### src/rtl/host_bus_pkg.sv
// Shared types and constants for the host parallel bus master.
package host_bus_pkg;

    localparam int HOST_ADDR_W = 21;

    typedef enum logic [1:0] {
        ST_IDLE   = 2'd0,
        ST_SETUP  = 2'd1,
        ST_STROBE = 2'd2,
        ST_HOLD   = 2'd3
    } bus_state_e;

    localparam logic [HOST_ADDR_W-1:0] REG_CONSTK = 21'h00000;
    localparam logic [HOST_ADDR_W-1:0] REG_CONST1 = 21'h00008;
    localparam logic [HOST_ADDR_W-1:0] REG_CONST2 = 21'h00010;
    localparam logic [HOST_ADDR_W-1:0] REG_CMD    = 21'h01000;

    // Phase counters count down to zero, so a phase of N cycles loads N-1.
    function automatic logic [3:0] phase_load(input int cyc);
        return (cyc > 0) ? 4'(cyc - 1) : 4'd0;
    endfunction

endpackage

### src/rtl/host_bus_master_if.sv
// Request/response and host-bus signal bundle for host_bus_master.
// The 64-bit burst fields exist only when HOST_MST_WIDE64_EN is defined.
interface host_bus_master_if
    import host_bus_pkg::*;
#(
    parameter int ADDR_W = HOST_ADDR_W
);
    logic              req_valid;
    logic              req_ready;
    logic              req_write;
    logic [ADDR_W-1:0] req_addr;
    logic [15:0]       req_wdata;
    logic              rsp_valid;
    logic [15:0]       rsp_rdata;
    logic              HOST_nCS;
    logic              HOST_nWE;
    logic              HOST_nOE;
    logic [ADDR_W-1:0] HOST_ADD;
    logic [15:0]       HDI;
    logic [15:0]       HDO;
`ifdef HOST_MST_WIDE64_EN
    logic              req_wide;
    logic [63:0]       req_wdata64;
    logic [63:0]       rsp_rdata64;
`endif

    modport master (
        input  req_valid, req_write, req_addr, req_wdata, HDO,
`ifdef HOST_MST_WIDE64_EN
        input  req_wide, req_wdata64,
        output rsp_rdata64,
`endif
        output req_ready, rsp_valid, rsp_rdata, HOST_nCS, HOST_nWE, HOST_nOE, HOST_ADD, HDI
    );

    modport slave (
        output req_valid, req_write, req_addr, req_wdata, HDO,
`ifdef HOST_MST_WIDE64_EN
        output req_wide, req_wdata64,
        input  rsp_rdata64,
`endif
        input  req_ready, rsp_valid, rsp_rdata, HOST_nCS, HOST_nWE, HOST_nOE, HOST_ADD, HDI
    );

endinterface

### src/rtl/host_bus_phase_cnt.sv
// Loadable 4-bit down-counter with zero flag; stops at zero.
module host_bus_phase_cnt (
    input  logic       clk,
    input  logic       nRESET,
    input  logic       load,
    input  logic       dec,
    input  logic [3:0] load_val,
    output logic       zero
);
    logic [3:0] cnt_q;
    logic [3:0] cnt_d;

    // Next count: load wins over decrement.
    always_comb begin
        cnt_d = cnt_q;
        if (load) begin
            cnt_d = load_val;
        end else if (dec && (cnt_q != 4'd0)) begin
            cnt_d = cnt_q - 4'd1;
        end else begin
            cnt_d = cnt_q;
        end
    end

    // Count register.
    always_ff @(posedge clk) begin
        if (!nRESET) begin
            cnt_q <= 4'd0;
        end else begin
            cnt_q <= cnt_d;
        end
    end

    assign zero = (cnt_q == 4'd0);

endmodule

### src/rtl/host_bus_master.sv
// Host parallel bus initiator: single-word requests become SETUP/STROBE/HOLD chip-select cycles.
// Define HOST_MST_WIDE64_EN to add 64-bit requests issued as four halfword cycles.
module host_bus_master
    import host_bus_pkg::*;
#(
    parameter int SETUP_CYC  = 1,
    parameter int STROBE_CYC = 2,
    parameter int HOLD_CYC   = 1,
    parameter int ADDR_W     = HOST_ADDR_W
) (
    input  logic              clk,
    input  logic              nRESET,
    host_bus_master_if.master bus
);
    localparam logic [3:0] SETUP_LD  = phase_load(SETUP_CYC);
    localparam logic [3:0] STROBE_LD = phase_load(STROBE_CYC);
    localparam logic [3:0] HOLD_LD   = phase_load(HOLD_CYC);

    bus_state_e        state_q, state_d;
    logic              ncs_q, ncs_d;
    logic              nwe_q, nwe_d;
    logic              noe_q, noe_d;
    logic              write_q, write_d;
    logic              rsp_valid_q, rsp_valid_d;
    logic [ADDR_W-1:0] addr_q, addr_d;
    logic [15:0]       hdi_q, hdi_d;
    logic [15:0]       rdata_q, rdata_d;

    logic              ph_load_s, ph_dec_s, ph_zero_s;
    logic [3:0]        ph_val_s;
    logic              req_ready_s, accept_s, cont_s, start_s, done_s;
    logic              unused_s;

`ifdef HOST_MST_WIDE64_EN
    logic              wide_q, wide_d;
    logic [63:0]       wdata64_q, wdata64_d;
    logic [63:0]       acc_q, acc_d;
    logic [63:0]       rdata64_q, rdata64_d;
    logic              hw_load_s, hw_dec_s, hw_zero_s;

    // A burst in progress keeps the request side closed and restarts from IDLE itself.
    assign req_ready_s = (state_q == ST_IDLE) && !wide_q;
    assign cont_s      = (state_q == ST_IDLE) && wide_q;

    host_bus_phase_cnt u_hw_cnt (
        .clk      (clk),
        .nRESET   (nRESET),
        .load     (hw_load_s),
        .dec      (hw_dec_s),
        .load_val (4'd3),
        .zero     (hw_zero_s)
    );
`else
    assign req_ready_s = (state_q == ST_IDLE);
    assign cont_s      = 1'b0;
`endif

    assign accept_s = req_ready_s && bus.req_valid;
    assign start_s  = accept_s || cont_s;
    assign unused_s = bus.req_addr[0];

    host_bus_phase_cnt u_phase_cnt (
        .clk      (clk),
        .nRESET   (nRESET),
        .load     (ph_load_s),
        .dec      (ph_dec_s),
        .load_val (ph_val_s),
        .zero     (ph_zero_s)
    );

    // Request latching, phase sequencing and completion.
    always_comb begin
        state_d     = state_q;
        ncs_d       = ncs_q;
        nwe_d       = nwe_q;
        noe_d       = noe_q;
        write_d     = write_q;
        addr_d      = addr_q;
        hdi_d       = hdi_q;
        rdata_d     = rdata_q;
        rsp_valid_d = 1'b0;
        ph_load_s   = 1'b0;
        ph_dec_s    = 1'b0;
        ph_val_s    = 4'd0;
        done_s      = 1'b0;
`ifdef HOST_MST_WIDE64_EN
        wide_d      = wide_q;
        wdata64_d   = wdata64_q;
        acc_d       = acc_q;
        rdata64_d   = rdata64_q;
        hw_load_s   = 1'b0;
        hw_dec_s    = 1'b0;
`endif

        if (accept_s) begin
            write_d = bus.req_write;
            addr_d  = {bus.req_addr[ADDR_W-1:1], 1'b0};
            hdi_d   = bus.req_wdata;
`ifdef HOST_MST_WIDE64_EN
            wide_d    = bus.req_wide;
            hw_load_s = bus.req_wide;
            if (bus.req_wide) begin
                hdi_d     = bus.req_wdata64[15:0];
                wdata64_d = {16'h0000, bus.req_wdata64[63:16]};
            end else begin
                wdata64_d = wdata64_q;
            end
`endif
        end else if (cont_s) begin
`ifdef HOST_MST_WIDE64_EN
            addr_d    = addr_q + ADDR_W'(2'd2);
            hdi_d     = wdata64_q[15:0];
            wdata64_d = {16'h0000, wdata64_q[63:16]};
`endif
        end else begin
            addr_d = addr_q;
        end

        case (state_q)
            ST_IDLE: begin
                if (start_s) begin
                    ncs_d     = 1'b0;
                    ph_load_s = 1'b1;
                    if (SETUP_CYC == 0) begin
                        state_d  = ST_STROBE;
                        ph_val_s = STROBE_LD;
                        nwe_d    = !write_d;
                        noe_d    = write_d;
                    end else begin
                        state_d  = ST_SETUP;
                        ph_val_s = SETUP_LD;
                    end
                end else begin
                    state_d = ST_IDLE;
                end
            end
            ST_SETUP: begin
                if (ph_zero_s) begin
                    state_d   = ST_STROBE;
                    ph_load_s = 1'b1;
                    ph_val_s  = STROBE_LD;
                    nwe_d     = !write_q;
                    noe_d     = write_q;
                end else begin
                    ph_dec_s = 1'b1;
                end
            end
            ST_STROBE: begin
                if (ph_zero_s) begin
                    nwe_d = 1'b1;
                    noe_d = 1'b1;
                    // Slave read data is registered, so HDO is valid by the last strobe cycle.
                    if (!write_q) begin
                        rdata_d = bus.HDO;
`ifdef HOST_MST_WIDE64_EN
                        acc_d = {bus.HDO, acc_q[63:16]};
`endif
                    end else begin
                        rdata_d = rdata_q;
                    end
                    if (HOLD_CYC == 0) begin
                        done_s = 1'b1;
                    end else begin
                        state_d   = ST_HOLD;
                        ph_load_s = 1'b1;
                        ph_val_s  = HOLD_LD;
                    end
                end else begin
                    ph_dec_s = 1'b1;
                end
            end
            ST_HOLD: begin
                if (ph_zero_s) begin
                    done_s = 1'b1;
                end else begin
                    ph_dec_s = 1'b1;
                end
            end
            default: begin
                state_d = ST_IDLE;
                ncs_d   = 1'b1;
                nwe_d   = 1'b1;
                noe_d   = 1'b1;
            end
        endcase

        if (done_s) begin
            state_d = ST_IDLE;
            ncs_d   = 1'b1;
`ifdef HOST_MST_WIDE64_EN
            if (wide_q && !hw_zero_s) begin
                hw_dec_s = 1'b1;
            end else begin
                rsp_valid_d = 1'b1;
                wide_d      = 1'b0;
                if (wide_q && !write_q) begin
                    rdata64_d = acc_d;
                end else begin
                    rdata64_d = rdata64_q;
                end
            end
`else
            rsp_valid_d = 1'b1;
`endif
        end else begin
            rsp_valid_d = 1'b0;
        end
    end

    // State and registered bus outputs.
    always_ff @(posedge clk) begin
        if (!nRESET) begin
            state_q     <= ST_IDLE;
            ncs_q       <= 1'b1;
            nwe_q       <= 1'b1;
            noe_q       <= 1'b1;
            write_q     <= 1'b0;
            rsp_valid_q <= 1'b0;
            addr_q      <= '0;
            hdi_q       <= 16'h0000;
            rdata_q     <= 16'h0000;
`ifdef HOST_MST_WIDE64_EN
            wide_q      <= 1'b0;
            wdata64_q   <= 64'h0;
            acc_q       <= 64'h0;
            rdata64_q   <= 64'h0;
`endif
        end else begin
            state_q     <= state_d;
            ncs_q       <= ncs_d;
            nwe_q       <= nwe_d;
            noe_q       <= noe_d;
            write_q     <= write_d;
            rsp_valid_q <= rsp_valid_d;
            addr_q      <= addr_d;
            hdi_q       <= hdi_d;
            rdata_q     <= rdata_d;
`ifdef HOST_MST_WIDE64_EN
            wide_q      <= wide_d;
            wdata64_q   <= wdata64_d;
            acc_q       <= acc_d;
            rdata64_q   <= rdata64_d;
`endif
        end
    end

    assign bus.req_ready = req_ready_s;
    assign bus.rsp_valid = rsp_valid_q;
    assign bus.rsp_rdata = rdata_q;
    assign bus.HOST_nCS  = ncs_q;
    assign bus.HOST_nWE  = nwe_q;
    assign bus.HOST_nOE  = noe_q;
    assign bus.HOST_ADD  = addr_q;
    assign bus.HDI       = hdi_q;
`ifdef HOST_MST_WIDE64_EN
    assign bus.rsp_rdata64 = rdata64_q;
`endif

endmodule
### src/flat_wrapper.sv
// flat-port wrapper written by rule: the top's interface ports become plain ports
module host_bus_master_flat import host_bus_pkg::*;
#(
    parameter int SETUP_CYC  = 1,
    parameter int STROBE_CYC = 2,
    parameter int HOLD_CYC   = 1,
    parameter int ADDR_W     = HOST_ADDR_W
)
  (clk, nRESET, bus_req_valid, bus_req_write, bus_req_addr, bus_req_wdata, bus_HDO, bus_req_ready, bus_rsp_valid, bus_rsp_rdata, bus_HOST_nCS, bus_HOST_nWE, bus_HOST_nOE, bus_HOST_ADD, bus_HDI);
  host_bus_master_if #(.ADDR_W(ADDR_W)) bus_i ();
  input  logic clk;
  input  logic nRESET;
  input wire logic [$bits(bus_i.req_valid)-1:0] bus_req_valid;
  input wire logic [$bits(bus_i.req_write)-1:0] bus_req_write;
  input wire logic [$bits(bus_i.req_addr)-1:0] bus_req_addr;
  input wire logic [$bits(bus_i.req_wdata)-1:0] bus_req_wdata;
  input wire logic [$bits(bus_i.HDO)-1:0] bus_HDO;
  output wire logic [$bits(bus_i.req_ready)-1:0] bus_req_ready;
  output wire logic [$bits(bus_i.rsp_valid)-1:0] bus_rsp_valid;
  output wire logic [$bits(bus_i.rsp_rdata)-1:0] bus_rsp_rdata;
  output wire logic [$bits(bus_i.HOST_nCS)-1:0] bus_HOST_nCS;
  output wire logic [$bits(bus_i.HOST_nWE)-1:0] bus_HOST_nWE;
  output wire logic [$bits(bus_i.HOST_nOE)-1:0] bus_HOST_nOE;
  output wire logic [$bits(bus_i.HOST_ADD)-1:0] bus_HOST_ADD;
  output wire logic [$bits(bus_i.HDI)-1:0] bus_HDI;
  assign bus_i.req_valid = bus_req_valid;
  assign bus_i.req_write = bus_req_write;
  assign bus_i.req_addr = bus_req_addr;
  assign bus_i.req_wdata = bus_req_wdata;
  assign bus_i.HDO = bus_HDO;
  assign bus_req_ready = bus_i.req_ready;
  assign bus_rsp_valid = bus_i.rsp_valid;
  assign bus_rsp_rdata = bus_i.rsp_rdata;
  assign bus_HOST_nCS = bus_i.HOST_nCS;
  assign bus_HOST_nWE = bus_i.HOST_nWE;
  assign bus_HOST_nOE = bus_i.HOST_nOE;
  assign bus_HOST_ADD = bus_i.HOST_ADD;
  assign bus_HDI = bus_i.HDI;
  host_bus_master #(.SETUP_CYC(SETUP_CYC), .STROBE_CYC(STROBE_CYC), .HOLD_CYC(HOLD_CYC), .ADDR_W(ADDR_W)) u_core (.clk(clk), .nRESET(nRESET), .bus(bus_i));
endmodule
### config.mk
export PLATFORM = sky130hd
export DESIGN_NAME = host_bus_master_flat
export DESIGN_NICKNAME = d
export VERILOG_FILES = /design/src/rtl/host_bus_pkg.sv /design/src/rtl/host_bus_master_if.sv /design/src/rtl/host_bus_phase_cnt.sv /design/src/rtl/host_bus_master.sv /design/src/flat_wrapper.sv
export SDC_FILE = /design/constraint.sdc
export NUM_CORES = 1
export LEC_CHECK = 0
export BUFFER_PORTS_ARGS = -buffer_cell sky130_fd_sc_hd__buf_2
export CORE_ASPECT_RATIO = 0.7
export CORE_MARGIN = 5
export CORE_UTILIZATION = 30
export DETAILED_ROUTE_END_ITERATION = 10
export PLACE_DENSITY = 0.55
export SYNTH_ARGS = -nofsm -noshare
export SYNTH_HDL_FRONTEND = slang
export SYNTH_SLANG_ARGS = --single-unit
### constraint.sdc
create_clock -name clk -period 3.3 [get_ports clk]
set_input_delay 0.33 -clock clk [delete_from_list [all_inputs] [get_ports clk]]
set_output_delay 0.33 -clock clk [all_outputs]
set_load 0.01 [all_outputs]
Word level (Yosys, flattened, before mapping):

Cells that the tools add are included.

* add/subtract/negate cells: 1
* $mul: 0
* div/mod/pow operators: 0
* magnitude comparators: 0
* eq/ne operators: 5
* shift operators: 0
* multiplexer cells: 20
* bitwise logic cells: 2
* reduce and logical (&&, ||, !) cells: 16

Operator list (count)
* $mux W4: 3
* $mux W1: 11
* $reduce_and A3 Y1: 3
* $pmux W1 S2: 3
* $pmux W2 S3: 1
* $eq A2 B2 Y1 const B: 2
* $logic_not A4 Y1: 1
* $mux W2: 2
* $ne A2 B1 Y1 const B: 2
* $reduce_bool A2 Y1: 2
* $reduce_bool A4 Y1: 1
* $reduce_or A2 Y1: 2
* $sub A4 B1 Y4 const B: 1
* $reduce_bool A3 Y1: 1
* $reduce_or A3 Y1: 1
* $eq A2 B1 Y1 const B: 1
* $logic_and A1 B1 Y1: 2
* $logic_not A2 Y1: 1
* $not A1 Y1: 2
* $reduce_and A2 Y1: 1
* $logic_not A1 Y1: 1

* register bits: 63
* bits in latches: 0
* bits in writable memories: 0
* ROM bits: 0
* input port bits: 57
* memories kept: 0

Depth between registers and ports, before layout:

Gate-level depths: netlist of run 1.

* depth in word-level cells: 6
* mapped depth: 7
* gate-level depth less buffers: 5

Cells and area by module:

From an unflattened synthesis of run 1, not the netlist that was laid out.

* cell total of the unflattened synthesis: 305
* area, all modules: 2651.3 µm²

By module, submodules not included
* host_bus_master: instances 1, cells an instance 274, area an instance 2394.8 µm², sequential area each 1181.1 µm²
* host_bus_phase_cnt: instances 1, cells an instance 31, area an instance 256.5 µm², sequential area each 80.1 µm²

Worst setup path after synthesis of run 1:

OpenSTA, ideal clock, no wires.

* path type: reg2reg
* start point: register u_core.state_q[0]
* end point: register u_core.u_phase_cnt.cnt_q[3]
* library setup time: 0.079 ns
* data arrival time: 1.628 ns
* data required time: 3.221 ns
* path slack: 1.593 ns
* stages on the path, launching flop included: 6
* cells stage by stage: dfxtp_1 > inv_1 > ha_1 > or4_1 > or3_1 > a211oi_2

* cells in the longest elaborated chain, start to end: 5

Ends and longest elaborated chain
* start: declaration: RTL line host_bus_master.sv:19 `bus_state_e state_q, state_d;`
* start signal: assignment: RTL line host_bus_master.sv:229 `state_q <= state_d;`
* $logic_not A2 Y1, or another cell as far along: RTL line host_bus_master.sv:54, host_bus_master.sv:119
* $logic_and A1 B1 Y1 or $reduce_or A3 Y1 (tied branches)
* $mux W1 (on tied branches)
* $pmux W1 S2 or $logic_and A1 B1 Y1 (tied branches): RTL line host_bus_master.sv:119, host_bus_phase_cnt.sv:18
* $mux W4 or $reduce_bool A2 Y1 (tied branches)
* end signal: assignment: RTL line host_bus_phase_cnt.sv:30 `cnt_q <= cnt_d;`
* end: declaration: RTL line host_bus_phase_cnt.sv:10 `logic [3:0] cnt_q;`

Several ways; a longest one is shown, not always the timed one.
A chain may end at the register's enable or synchronous reset.

Worst setup path after layout of run 1:

* start point: register u_core.state_q[0]
* end point: register u_core.rdata_q[7], in the netlist u_core.bus.rsp_rdata[7]

* cells in the longest elaborated chain, start to end: 2

Ends and longest elaborated chain
* $eq A2 B2 Y1: RTL line host_bus_master.sv:119 `case (state_q)`
* $reduce_and A3 Y1 (no line)
* end signal: assignment: RTL line host_bus_master.sv:237 `rdata_q <= rdata_d;`
* end: declaration: RTL line host_bus_master.sv:27 `logic [15:0] rdata_q, rdata_d;`

No other way between the ends.

==> impl_results.md, run 1 <==
- Placed Instance Area: 0.003088 sq mm
- Average vias per placed instance: 4.741
- Arrival time at the worst endpoint: 2.46 ns
- Transition time at the pin with the least slew margin: 1.257 ns
- Fmax: 451.8 MHz
- DR iter-0 viols: 115
- Aggregate global-route resource usage: 13.68%
- Starting density of the core: 31.17%
- Remaining number of nets flagged by the antenna check after routing: 0
- DP HPWL: 4738 microns
- Final cell count without fillers: 510
- Number of instances resized during post-cts repair: 0
- Sinks on the clock net: 63
- Fin nets: 469
- Critical path startpoint category: register
- Die outline area: 0.01020 sq mm
- Type of the tightest min-delay check: input port to register
- Count of buffer and inverter cells on the critical path: 1
- Top cell type by total area after synthesis: dfxtp_1
- Syn-to-layout area delta: 35.24%
- Number of buffers inserted by port buffering: 112
- Most area-consuming cells after synthesis: dfxtp_1, nand2_1, a21oi_1, ha_1, o21ai_0
- Distinct cells, synth: 36
- Post-detailed-route wirelength per cell: 13.46 microns
- RSZ-0062 raised after global routing: no
- Vias in the first global route: 2327
- Result of the run: finished, final reports clean
- Critical Path Slowest Stage Cell: nor2b_1
- Number of H-tree levels: 3
- Flops & latches, synth: 63
- Critical-path cell list: inv_1, ha_1, nor2b_1, nand3_1, a21oi_1
- Area of the core region: 0.007939 sq mm
- Number of synthesis warnings: 0
- Post-synthesis average cell area: 8.222 sq um
- Clock root buffer master: clkbuf_16
- Aggregate routed wire length: 6863 microns
- CTS tree: built
- Clock-pin slew of the registers on the worst-case setup and hold paths: 0.05 ns
- Final Cell Area: 0.003347 sq mm
- Fraction of layout cells with a size suffix above 1: 32.27%
- Sum of negative setup slack: 0 ns
- Maximum fanout count along the critical path: 16
- Inst Count DP: 495
- Data required time of the worst path: 3.54 ns
- Overflow left after global routing: 0
- Area of the mapped netlist: 0.002475 sq mm
- PwrDens: 851.5 mW/mm^2
- Cell leakage power: 1.505 nW
- Die boundary width: 118.6 microns
- CTS Hold Buffers Added: 0
- Die span in y: 85.99 microns
- First-pass detailed-route iteration total: 4
- GPL Wtd Cong: 0.7171
- Count of max-cap constraint violations: 0
- Fraction of synthesized cell area taken by the top area cell type: 50.96%
- Number of DRC violations after detailed routing: 0
- Via count: 2418
- Number of setup violations in the final report: 0
- Post-CTS setup-driven buffer insertion count: 0
- Final Cycle Share: 67.07%
- Worst-case vdd ir drop: 0.3860 mV
- Max Buffers Root-to-Sink: 2
- Maximum number of pins on one net before global-route repair: 62
- Standard-cell rows: 27
- First-pass GRT wire length: 11250 microns
- Initial antenna violation count: 0
- Slowest stage delay, CP: 1.01 ns
- Skew-Pair Late Insertion Delay: 0.33 ns
- Kind of capture point of the worst setup path: register
- Final Slew Violations: 0
- Count of mapped cells out of synthesis: 301
- Hold violation count in the final report: 0
- Total clock buffers created by CTS: 9
- Post-layout min period: 2.213 ns
- Net count after synthesis: 365
- Critical path class: register to register
- ANT cells: 0
- Relative slew margins: 16.02%
- Largest clock skew in the final design: 0.007584 ns
- Minimum hold slack: 0.2389 ns
- Sequential cell area fraction in the yosys report: 50.96%
- Boundary Pins: 115
- # fillers: 827
- Dominant delay contributor by cell family on the critical path: simple AND/OR/NAND/NOR gates
-- Yosys cell counts, drive strengths merged --
cell / number
a211oi: 2
nor2: 3
ha: 7
nand4bb: 1
buf: 6
inv: 5
nor3b: 2
nor2b: 1
or3b: 1
mux2i: 2
nand2b: 2
a221o: 1
dfxtp: 63
clkbuf: 16
nor4b: 1
o21a: 3
or4: 1
and4bb: 1
nor3: 8
or3: 2
a21oi: 55
o21ba: 1
clkinv: 1
o21ai: 18
o221a: 1
o311a: 1
nand3: 16
and2: 1
a21o: 1
nand2: 77
conb: 1
-- report_power, final --
part / switching (W) / leakage [nW] / internal, W
clock network: 0.000312 / 0.127 / 0.000523
logic: 0.000633 / 0.863 / 0.000384
registers: 0.0000818 / 0.515 / 0.000917
-- routing by layer --
| metal | up-vias | part of all wire [%] | global-route usage [%] |
|---|---|---|---|
| li1 | 1226 | - | - |
| met1 | 1088 | 44 | 15.89 |
| met2 | 94 | 41 | 19.54 |
| met3 | 10 | 14 | 9.031 |
| met4 | 0 | 1.7 | 6.282 |
| met5 | - | 0 | 0 |
-- cells in the final DEF (no fill, tap or decap), types with 3 or more instances in the layout --
| cell | instances |
|---|---|
| buf_2 | 112 |
| nand2_1 | 77 |
| dfxtp_1 | 63 |
| a21oi_1 | 55 |
| o21ai_0 | 17 |
| nand3_1 | 16 |
| clkbuf_16 | 9 |
| nor3_1 | 8 |
| ha_1 | 7 |
| inv_1 | 5 |
| clkbuf_1 | 4 |
| o21a_1 | 3 |
| nor2_1 | 3 |
| buf_4 | 3 |
-- per-stage QoR --
stage / total power (W) / util, % / worst slack [ns]
after floorplan: 0.001707 / - / 1.593
after global placement: 0.002023 / 38.90 / 1.227
after detailed placement: 0.002046 / 38.90 / 1.135
after CTS: 0.002893 / 42.16 / 1.120
after global routing: 0.003062 / 42.16 / 0.8927
final: 0.002850 / 42.16 / 1.087
-- logic make-up (layout without fill, tap and decap cells) --
kind of cell / after synthesis / after routing / synth area share [%]
AOI/OAI and AO/OA: 83 / 83 / 18.45
adders and majority gates: 7 / 7 / 3.539
buffers and inverters: 28 / 136 / 5.004
DFF: 63 / 63 / 50.96
muxes: 2 / 2 / 0.8089
other: 1 / 1 / 0.1515
and+or+nand+nor: 117 / 117 / 21.08
-- final timing paths --
kind / from / endpoint / slack [ns] / depth (start not counted)
hold / removal: bus_req_addr[17] / u_core.bus.HOST_ADD[17]$_SDFFE_PN0P_ / 0.24 / 3
hold reg to reg: u_core.bus.HOST_ADD[2]$_SDFFE_PN0P_ / u_core.bus.HOST_ADD[2]$_SDFFE_PN0P_ / 0.45 / 2
setup / recovery: u_core.state_q[0]$_SDFFE_PP0P_ / u_core.bus.rsp_rdata[7]$_SDFFE_PN0P_ / 1.09 / 5
setup reg to reg: u_core.state_q[0]$_SDFFE_PP0P_ / u_core.bus.rsp_rdata[7]$_SDFFE_PN0P_ / 1.09 / 5
-- state kept, by name, indices dropped and copies added, names as in the netlist --
signal	count
u_core.bus.HOST_nOE	1
u_core.u_phase_cnt.cnt_q	4
u_core.bus.rsp_rdata	16
u_core.bus.HDI	16
u_core.write_q	1
u_core.state_q	2
u_core.bus.HOST_nCS	1
u_core.bus.rsp_valid	1
u_core.bus.HOST_nWE	1
u_core.bus.HOST_ADD	20
-- layout make-up --
class | count | area [sq um] | share of cell area, %
timing repair buffer | 115 | 583.1 | 17.42
clock buffer | 14 | 254.0 | 7.589
multi-input combinational | 210 | 1095 | 32.71
sequential | 63 | 1261 | 37.68
inverter | 6 | 22.52 | 0.6729
tap | 101 | 126.4 | 3.776
clock inverter | 1 | 5.005 | 0.1495
-- tightest hold or removal path, delay by kind of cell --
kind,cells,cell delay [ns]
AND/OR/NAND/NOR,1,0.04
AO/OA/AOI/OAI,1,0.05
buffers and inverters,1,0.09
Power figures use the tool's default switching activity.
==> inputs of run 2 (changes only) <==
- PLACE_DENSITY: 0.55 -> 0.57
- clock period: 3.3 -> 1.9 ns (I/O delays scaled with it)
==> run 2 against run 1 <==
Cell area up 2.9%. Total power up 80%. Core utilization up 1.2 points. Die area unchanged. Register-to-register slack worse by 0.91 ns. Combinational power up 86%. Setup slack worse by 0.91 ns. Via count up 0.66%. Sequential power up 73%. Sequential cell count unchanged. Highest routed layer unchanged. Critical path type unchanged. Sequential share of layout area down 1.1 points.
==> impl_results.md, run 2 (synthesized netlist as in run 1, its figures left out) <==
- Overall power: 0.005131 W
- # fillers: 815
- Fmax: 580.3 MHz
- Vias in the first global route: 2315
- Via count: 2434
- Maximum number of pins on one net before global-route repair: 38
- GPL Wtd Cong: 0.7815
- Average vias per placed instance: 4.672
- Total clock buffers created by CTS: 9
- DR iter-0 viols: 149
- Number of buffers inserted by port buffering: 112
- Critical path class: register to register
- First-pass detailed-route iteration total: 4
- Placed Instance Area: 0.003163 sq mm
- Number of setup violations in the final report: 0
- Worst-case vdd ir drop: 0.6720 mV
- Relative slew margins: 56.97%
- CTS Hold Buffers Added: 0
- Fraction of layout cells with a size suffix above 1: 34.52%
- Detailed-routed wire length on met3: 927 microns
- Minimum hold slack: 0.09653 ns
- Die span in y: 85.99 microns
- Standard-cell rows: 27
- Area taken by flip-flops and latches: 0.001261 sq mm
- Top metal layer carrying routed signals: met4
- Die outline area: 0.01020 sq mm
- Starting density of the core: 31.17%
- Skew-Pair Late Insertion Delay: 0.33 ns
- Overflow left after global routing: 0
- Post-layout min period: 1.723 ns
- Clock-pin slew of the registers on the worst-case setup and hold paths: 0.05 ns
- Number of DRC violations after detailed routing: 0
- Cell leakage power: 1.559 nW
- Area of the core region: 0.007939 sq mm
- CTS tree: built
- Sum of negative setup slack: 0 ns
- Aggregate routed wire length: 6851 microns
- Most common cell after layout, fill and taps aside: buf_2
- Final Slew Violations: 0
- Maximum fanout count along the critical path: 4
- Post-CTS setup-driven buffer insertion count: 0
- DP HPWL: 4816 microns
- Hold violation count in the final report: 0
- Result of the run: finished, final reports clean
- Largest clock skew in the final design: 0.002082 ns
- Area of the multi-input gates: 0.001097 sq mm
- Initial antenna violation count: 0
- Remaining number of nets flagged by the antenna check after routing: 0
- Type of the tightest min-delay check: input port to register
- Die boundary width: 118.6 microns
- RSZ-0062 raised after global routing: no
- Boundary Pins: 115
- Critical path startpoint category: register
- Number of H-tree levels: 3
- Count of max-cap constraint violations: 0
- Largest register FFs: 20
- Post-detailed-route wirelength per cell: 13.15 microns
- Data required time of the worst path: 2.15 ns
- Detailed-routing wirelength on met1: 3125 microns
- ANT cells: 0
- Final Cell Area: 0.003443 sq mm
- Sinks on the clock net: 63
- Max Buffers Root-to-Sink: 2
- Final Cycle Share: 90.69%
- First-pass GRT wire length: 11120 microns
- Arrival time at the worst endpoint: 1.97 ns
- PwrDens: 1490 mW/mm^2
- Met2 wirelength from detailed routing: 2666 microns
- Kind of capture point of the worst setup path: register
- Clock root buffer master: clkbuf_16
- Number of instances resized during post-cts repair: 0
- Transition time at the pin with the least slew margin: 0.6425 ns
- Commonest cells after routing, fill and taps aside: buf_2, nand2_1, dfxtp_1
- Fin nets: 479
- Syn-to-layout area delta: 39.13%
- Aggregate global-route resource usage: 13.61%
==> run 2: routing by layer <==
metal  vias up  track usage (%)
met4         0            6.488
met2        94            19.49
li1       1242                -
met1      1085            15.79
met5         -                0
met3        13            8.833
==> run 2: final cells by class <==
cell class | instances | share of cell area (%)
repair buffers | 125 | 19.11
multi-input cells | 210 | 31.87
clock buffers | 13 | 7.558
flip-flops and latches | 63 | 36.63
clock inverters | 3 | 0.5087
inverters | 6 | 0.6541
well taps | 101 | 3.670
==> run 2: worst max-delay path: stages (launching register included) <==
cell and delay, ns:
dfxtp_1 0.38, inv_1 0.11, ha_1 0.21, or4_1 0.41
or3_1 0.33, a211oi_2 0.20
==> run 2: report_power, final <==
part | switching [W] | internal (W)
registers | 0.000134 | 0.00159
clock network | 0.000561 | 0.000949
logic | 0.00113 | 0.000771
==> run 2: worst paths after layout <==
kind	end	start	depth (start not counted)	slack [ns]
hold / removal	u_core.bus.HDI[13]$_SDFFE_PN0P_	bus_req_wdata[13]	3	0.1
setup reg to reg	u_core.u_phase_cnt.cnt_q[3]$_SDFFE_PN0P_	u_core.state_q[1]$_SDFFE_PP0P_	5	0.18
setup / recovery	u_core.u_phase_cnt.cnt_q[3]$_SDFFE_PN0P_	u_core.state_q[1]$_SDFFE_PP0P_	5	0.18
hold reg to reg	u_core.bus.HOST_ADD[9]$_SDFFE_PN0P_	u_core.bus.HOST_ADD[9]$_SDFFE_PN0P_	2	0.45
==> run 2: stage by stage <==
stage | std cells | util, % | setup WS (ns)
6_report | 521 | 43.37 | 0.1769
5_1_grt | 521 | 43.37 | 0.01427
4_1_cts | 521 | 43.34 | 0.04541
3_5_place_dp | 505 | 39.84 | 0.07257
3_3_place_gp | 505 | 39.84 | 0.1063
2_1_floorplan | 301 | - | 0.1930
==> inputs of run 3 (changes only) <==
- GPL_ROUTABILITY_DRIVEN: default -> 0
- MAX_ROUTING_LAYER: default -> met4
==> run 3 against run 2 <==
Clock-buffer cell count is the same. Global-route usage grew 0.42 points. Largest cell class unchanged. Sequential share of layout area is the same.
==> impl_results.md, run 3 (synthesized netlist as in run 1, its figures left out) <==
- Result of the run: finished, final reports clean
- Number of setup violations in the final report: 0
- Critical path class: register to register
- Critical path startpoint category: register
- Clock root buffer master: clkbuf_16
- Sinks on the clock net: 63
- Vias in the first global route: 2313
- Via count: 2455
- Combinational fraction of design power: 37.0%
- Starting density of the core: 31.17%
- Most common cell after layout, fill and taps aside: buf_2
- Clock share of power: 29.4%
- # fillers: 815
- Maximum fanout count along the critical path: 4
- Fmax: 580.3 MHz
- Max Buffers Root-to-Sink: 2
- Net switching power: 0.001820 W
- Hold violation count in the final report: 0
- Aggregate routed wire length: 6843 microns
- Relative slew margins: 56.97%
- Number of buffers inserted by port buffering: 112
- Arrival time at the worst endpoint: 1.97 ns
- ANT cells: 0
- Overflow left after global routing: 0
- Switching portion of total power: 35.47%
- First-pass detailed-route iteration total: 4
- Count of max-cap constraint violations: 0
- Clock-pin slew of the registers on the worst-case setup and hold paths: 0.05 ns
- Aggregate global-route resource usage: 14.03%
- Die boundary width: 118.6 microns
- CTS tree: built
- Post-CTS setup-driven buffer insertion count: 0
- Post-detailed-route wirelength per cell: 13.13 microns
- DR iter-0 viols: 161
- Syn-to-layout area delta: 39.13%
- Largest register FFs: 20
- Transition time at the pin with the least slew margin: 0.6425 ns
- RSZ-0062 raised after global routing: no
- Initial antenna violation count: 0
- Maximum number of pins on one net before global-route repair: 38
- Cell leakage power: 1.559 nW
- Final Slew Violations: 0
- First-pass GRT wire length: 11130 microns
- CTS Hold Buffers Added: 0
- Standard-cell rows: 27
- Internal power component: 0.003311 W
- Number of H-tree levels: 3
- Boundary Pins: 115
- PwrDens: 1490 mW/mm^2
- Sequential share of power: 33.6%
- Area of the core region: 0.007939 sq mm
- Kind of capture point of the worst setup path: register
- Skew-Pair Late Insertion Delay: 0.32 ns
- Commonest cells after routing, fill and taps aside: buf_2, nand2_1, dfxtp_1
- Worst-case vdd ir drop: 0.6743 mV
- Number of DRC violations after detailed routing: 0
- Die span in y: 85.99 microns
- Minimum hold slack: 0.09803 ns
- Total clock buffers created by CTS: 9
- Die outline area: 0.01020 sq mm
- Number of instances resized during post-cts repair: 0
- DP HPWL: 4816 microns
- Largest clock skew in the final design: 0.002122 ns
- Average vias per placed instance: 4.712
- Type of the tightest min-delay check: input port to register
- Sum of negative setup slack: 0 ns
- Data required time of the worst path: 2.15 ns
- Fin nets: 479
- Remaining number of nets flagged by the antenna check after routing: 0
- Fraction of layout cells with a size suffix above 1: 34.52%
- Final Cycle Share: 90.70%
- Post-layout min period: 1.723 ns
run 3: cell counts in the layout (fill, tap and decap cells not counted):
Identical to the previous run, type by type.
run 3: cell type report:
cell class                 count  area, sq um  area share [%]
sequential                    63         1261           36.63
multi-input combinational    210         1097           31.87
timing repair buffer         125        658.1           19.11
clock buffer                  13        260.3           7.558
tap                          101        126.4           3.670
inverter                       6        22.52          0.6541
clock inverter                 3        17.52          0.5087
run 3: path summary, 6_finish.rpt:
path	from	to	slack, ns	depth (start not counted)
setup reg to reg	u_core.state_q[1]$_SDFFE_PP0P_	u_core.u_phase_cnt.cnt_q[3]$_SDFFE_PN0P_	0.18	5
setup / recovery	u_core.state_q[1]$_SDFFE_PP0P_	u_core.u_phase_cnt.cnt_q[3]$_SDFFE_PN0P_	0.18	5
hold / removal	bus_req_wdata[13]	u_core.bus.HDI[13]$_SDFFE_PN0P_	0.1	3
hold reg to reg	u_core.bus.HOST_ADD[20]$_SDFFE_PN0P_	u_core.bus.HOST_ADD[20]$_SDFFE_PN0P_	0.45	2
run 3: metrics by stage:
step                setup WS [ns]  cell area, sq um  util, %  total power (W)  instances
detailed placement        0.07257              3163    39.84         0.003652        505
CTS                       0.04541              3441    43.34         0.005213        521
global placement           0.1063              3163    39.84         0.003629        505
finish                     0.1767              3443    43.37         0.005131        521
global route              0.01431              3443    43.37         0.005508        521
floorplan                  0.1930              2475        -         0.002964        301
run 3: power by group through the flow:
stage          clock (W)  combinational, W  sequential, W
6_report         0.00151           0.00190        0.00173
3_5_place_dp           0           0.00190        0.00175
5_1_grt          0.00163           0.00212        0.00176
4_1_cts          0.00157           0.00192        0.00173
3_3_place_gp           0           0.00189        0.00174
2_1_floorplan          0           0.00111        0.00186
run 3: routing by layer:
metal / routed length (microns) / vias to the layer above / part of all wire, % / global-route usage [%]
met5: 0 / - / 0 / -
met4: 131 / 0 / 1.9 / 6.179
met3: 753 / 14 / 11 / 7.581
met2: 2674 / 95 / 39 / 19.44
met1: 3284 / 1103 / 48 / 16.75
li1: - / 1243 / - / -
run 3: worst max-delay path, cell delays in order (launching register included):
cell	delay, ns
dfxtp_1	0.38
inv_1	0.11
ha_1	0.21
or4_1	0.41
or3_1	0.33
a211oi_2	0.20
